### src/rtl/shift_reg_serdes.sv
// shift_reg_serdes: paired parallel-in/serial-out and serial-in/parallel-out
// shift registers sharing one parallel strobe (srclk), clocked by sclk.
// Optional 4-entry capture FIFO behind SHIFT_REG_SERDES_CAPTURE_FIFO_EN;
// with the macro undefined the FIFO ports are tied to their idle values.
`timescale 1ns/1ps
module shift_reg_serdes #(
  parameter int WIDTH          = 8,
  parameter bit LAUNCH_NEGEDGE = 1'b0
) (
  input  logic             sclk,
  input  logic             reset_n,
  input  logic             srclk,
  input  logic [WIDTH-1:0] par_in,
  output logic             ser_out,
  input  logic             ser_in,
  output logic [WIDTH-1:0] par_out,
  output logic             par_valid,
  input  logic             fifo_rd_en,
  output logic [WIDTH-1:0] fifo_rd_data,
  output logic             fifo_empty,
  output logic             fifo_full,
  output logic             fifo_overflow
);

  logic             srclk_q;
  logic             rise;
  logic [WIDTH-1:0] tx_sh;
  logic [WIDTH-1:0] rx_sh;
  logic [WIDTH-1:0] rx_word;

  // A held-high strobe yields a single rise, hence one load/capture.
  assign rise    = srclk & ~srclk_q;
  // Captured word includes the bit sampled on the strobe edge itself.
  assign rx_word = {rx_sh[WIDTH-2:0], ser_in};

  // Strobe history for rising-transition detect.
  always_ff @(posedge sclk or negedge reset_n) begin
    if (!reset_n) srclk_q <= 1'b0;
    else          srclk_q <= srclk;
  end

  // Transmit register: load wins over shift; zeros fill from the LSB.
  always_ff @(posedge sclk or negedge reset_n) begin
    if (!reset_n)  tx_sh <= '0;
    else if (rise) tx_sh <= par_in;
    else           tx_sh <= {tx_sh[WIDTH-2:0], 1'b0};
  end

  // Receive register shifts every edge; the oldest bit falls off the top.
  always_ff @(posedge sclk or negedge reset_n) begin
    if (!reset_n) rx_sh <= '0;
    else          rx_sh <= rx_word;
  end

  // Parallel latch and its one-cycle valid pulse.
  always_ff @(posedge sclk or negedge reset_n) begin
    if (!reset_n) begin
      par_out   <= '0;
      par_valid <= 1'b0;
    end else begin
      par_valid <= rise;
      if (rise) par_out <= rx_word;
    end
  end

  generate
    if (LAUNCH_NEGEDGE) begin : g_launch_neg
      logic ser_q;
      // Half-cycle relaunch gives the far end a full half period of hold.
      always_ff @(negedge sclk or negedge reset_n) begin
        if (!reset_n) ser_q <= 1'b0;
        else          ser_q <= tx_sh[WIDTH-1];
      end
      assign ser_out = ser_q;
    end else begin : g_launch_pos
      assign ser_out = tx_sh[WIDTH-1];
    end
  endgenerate

`ifdef SHIFT_REG_SERDES_CAPTURE_FIFO_EN
  localparam int DEPTH = 4;

  logic [DEPTH-1:0][WIDTH-1:0] mem;
  logic [1:0]                  wptr;
  logic [1:0]                  rptr;
  logic [2:0]                  cnt;
  logic                        pop;
  logic                        wr;
  logic                        ovf;

  // Pop while empty is ignored; a full FIFO still accepts a push when the
  // same edge pops, since a slot frees up.
  assign pop = fifo_rd_en & (cnt != 3'd0);
  assign wr  = rise & ((cnt != 3'(DEPTH)) | pop);

  // Pointer, count and sticky overflow bookkeeping.
  always_ff @(posedge sclk or negedge reset_n) begin
    if (!reset_n) begin
      wptr <= '0;
      rptr <= '0;
      cnt  <= '0;
      ovf  <= 1'b0;
    end else begin
      if (wr)  wptr <= wptr + 2'd1;
      if (pop) rptr <= rptr + 2'd1;
      cnt <= cnt + {2'b00, wr} - {2'b00, pop};
      if (rise && !wr) ovf <= 1'b1;
    end
  end

  // Storage needs no reset; the count guards what is visible.
  always_ff @(posedge sclk) begin
    if (wr) mem[wptr] <= rx_word;
  end

  assign fifo_rd_data  = mem[rptr];
  assign fifo_empty    = (cnt == 3'd0);
  assign fifo_full     = (cnt == 3'(DEPTH));
  assign fifo_overflow = ovf;
`else
  logic fifo_rd_en_unused;
  assign fifo_rd_en_unused = fifo_rd_en;

  assign fifo_rd_data  = '0;
  assign fifo_empty    = 1'b1;
  assign fifo_full     = 1'b0;
  assign fifo_overflow = 1'b0;
`endif

endmodule

### config.mk
export PLATFORM = sky130hd
export DESIGN_NAME = shift_reg_serdes
export DESIGN_NICKNAME = d
export VERILOG_FILES = /design/src/rtl/shift_reg_serdes.sv
export SDC_FILE = /design/constraint.sdc
export NUM_CORES = 1
export LEC_CHECK = 0
export CAP_MARGIN = 5
export CORE_MARGIN = 3
export CORE_UTILIZATION = 43
export DETAILED_ROUTE_END_ITERATION = 6
export PLACE_DENSITY = 0.84
export SLEW_MARGIN = 25
export SYNTH_ARGS = -nofsm -noshare
export SYNTH_HDL_FRONTEND = slang
export SYNTH_SLANG_ARGS = --single-unit
### constraint.sdc
create_clock -name sclk -period 1.43 [get_ports sclk]
set_clock_uncertainty 0.15 [all_clocks]
set_input_delay 0.143 -clock sclk [delete_from_list [all_inputs] [get_ports sclk]]
set_output_delay 0.143 -clock sclk [all_outputs]
set_load 0.01 [all_outputs]
==> reports/qor.csv <==
stage,metric,value,unit
outcome,status,"complete, no violations",
floorplanning,row_count,16,
synthesis,ys_types,9,
global_route,grt_pass1_vias,439,
cts,cts.htree.levels,1,
timing,setup_viol,0,
setup_path,critPathLaunchType,flip-flop,
placed_design,post-place-ws,-0.164,ns
synthesis,synth.largest_area_cell,dfrtp_1,
setup_path,worstPathArrival,1.39,ns
power,ir_drop,766,µV
setup_path,worstPathCellList,nor2b_4 -> buf_12 -> mux2_2,
cts,numClockSinks,25,
routing,wl_per_cell,11.6,µm
synthesis,synth_top_area_frac,0.647,
layout,layout.cells.non_filler,108,
placed_design,gp_congestion,0.549,
synthesis,synth_edf_count,0,
global_route,grt_use_total,0.104,
timing,setup_slack,0.0947,ns
synthesis,yosys-top-cells-area,"dfrtp_1 (65%), mux2_4 (12%), buf_4 (8.5%)",
synthesis,synth_most_common_cell,dfrtp_1,
floorplanning,floorplan.initialDensity,0.474,
routing,wl,1260,µm
floorplanning,fp.dieW,53.4,µm
floorplanning,io_pins,34,
power,total_power,1.32,mW
routing,firstDrtPassIters,2,
cts,clkLatencyLatePin,0.31,ns
setup_path,cp_slowest_cell,dfrtp_1,
timing,fmax,749,MHz
synthesis,synthesis.area,967,µm²
placed_design,place_inst,104,
setup_path,cp-end-kind,flip-flop,
synthesis,yosys_most_used_dff,dfrtp_1,
synthesis,synth-seq-cells,25,
setup_path,cp_max_fo,16,
cts,postCtsHoldBufs,0,
setup_path,worstSetupPathType,reg -> reg,
setup_path,r2r_cells,3,
routing,drc,0,
synthesis,ys_seq_area_frac,0.647,
layout,fin_nets,95,
setup_path,crit_path_end,par_out[1],
placed_design,dp_hpwl,900,µm
timing,finalCritPeriodShare,0.934,
cts,clkTransAtPathRegs,0.12,ns
worst_hold_path,hp-class,in -> async,
synthesis,syn_inst,57,
job,maxCapViolCount,0,
placed_design,numPortBuffers,21,
global_route,grt_max_degree,26,
global_route,grt_pass1_wl,2030,µm
layout,drive_gt1_frac,0.296,
cts,numCtsBuffers,3,
cts,cts_buffer_depth,2,
synthesis,synth_warnings,0,
layout,syn_to_final_growth,22.1,%
floorplanning,core-area,0.00204,mm²
timing,final-hold-violation-count,0,
routing,initialDrtViolationCount,3,
global_route,grt-ovfl-total,0,
floorplanning,fp.dieH,53.4,µm
timing,slew_viol_final,0,
cts,cts_root_buf,clkbuf_4,
routing,drtAntennaViolNets,0,
timing,period_minus_slack,1.34,ns
global_route,antenna_found_initial,0,
setup_path,required,1.49,ns
cts,cts_tree,done,
synthesis,synthArstFlopShare,1.00,
timing,rsz0062_at_grt,no,
setup_path,r2r_setup_slack,0.09,ns
routing,route.vias.total,466,
layout,antenna-diode-count,0,
power,power_density,1120,mW/mm²
layout,postLayoutCoreUtil,0.578,
layout,n_fill_cell,187,
setup_path,reg2reg_to,par_out[1],
synthesis,synth.avg_cell_area,17.0,µm²
setup_path,max_stage_delay,0.42,ns
power,leakage,0.567,nW
routing,via_per_inst,4.31,
setup_path,startpoint,srclk_q,
floorplanning,die_area,0.00285,mm²
setup_path,r2r-start,srclk_q,
synthesis,synth_commonest_cells,"dfrtp_1 (25), buf_4 (11), mux2_4 (8)",
worst min path at each step:
| stage | from | endpoint | cells after the start |
|---|---|---|---|
| 2_1_floorplan | reset_n | par_out[0] | 0 |
| 3_3_place_gp | rx_sh[4] | rx_sh[5] | 0 |
| 3_5_place_dp | rx_sh[3] | rx_sh[4] | 0 |
| 4_1_cts | reset_n | rx_sh[3] | 2 |
| 5_1_grt | reset_n | par_valid | 2 |
| 6_report | reset_n | tx_sh[7] | 2 |
metal layers:
layer / routed length (µm) / global-route usage / part of all wire / vias up
li1: - / - / - / 213
met1: 504 / 0.129 / 0.40 / 227
met2: 588 / 0.153 / 0.47 / 24
met3: 151 / 0.0535 / 0.12 / 2
met4: 11 / 0.0383 / 0.0088 / 0
met5: 0 / 0 / 0 / -
state kept, by name (all words and copies together), names as in the netlist:
| register | count |
|---|---|
| srclk_q | 1 |
| tx_sh | 8 |
| rx_sh | 7 |
| par_out | 8 |
| par_valid | 1 |
cells by family (layout without fill, tap and decap cells):
family	count (synthesis)	in the layout	synth area share
flip-flops	25	25	0.647
multiplexers	15	15	0.206
buffers and inverters	13	28	0.118
other	2	11	0.00776
AND/OR/NAND/NOR	2	2	0.0220
per-stage QoR:
| stage | hold slack, ns | setup TNS, ns | area, µm² |
|---|---|---|---|
| floorplan | -0.303 | 0 | 1000 |
| global placement | 0.208 | -1.82 | 1170 |
| detailed placement | 0.210 | -2.06 | 1170 |
| CTS | 0.0336 | 0 | 1180 |
| global route | 0.0340 | 0 | 1180 |
| finish | 0.0302 | 0 | 1180 |
area by class of cell:
cell class / instances / area [µm²] / area share
well taps: 27 / 33.8 / 0.0286
repair buffers: 24 / 233 / 0.197
clock buffers: 3 / 22.5 / 0.0191
flip-flops and latches: 25 / 626 / 0.530
multi-input cells: 28 / 262 / 0.221
clock inverters: 1 / 5.00 / 0.00424
worst max-delay path: cells and delay by family (launching register included):
family	cells	cell delay, ns
buffers and inverters	1	0.17
DFF	1	0.42
muxes	1	0.35
and+or+nand+nor	1	0.15
cells in the final DEF (no fill, tap or decap):
cell type / Yosys / routed
clkdlybuf4s50_1: 0 / 11
mux2_4: 8 / 8
dfrtp_1: 25 / 25
conb_1: 2 / 11
and2_2: 1 / 1
nor2b_4: 1 / 1
buf_4: 11 / 2
mux2_2: 7 / 7
buf_12: 1 / 1
clkinv_2: 0 / 1
clkbuf_4: 0 / 3
dlygate4sd2_1: 0 / 10
where the power goes:
| part | switching, mW | internal, mW | total, mW |
|---|---|---|---|
| sequential | 0.0274 | 0.775 | 0.802 |
| clock | 0.191 | 0.104 | 0.295 |
| combinational | 0.0882 | 0.135 | 0.223 |
| total | 0.306 | 1.01 | 1.32 |
what timing repair did:
item / 4_1_cts / 5_1_grt
buffers inserted: 0 / 0
setup endpoints to repair: 10 / 0
resized for setup: 10 / 0
endpoints found under the hold margin: 0 / 0
Note: power is estimated with default switching activity, not from simulation.
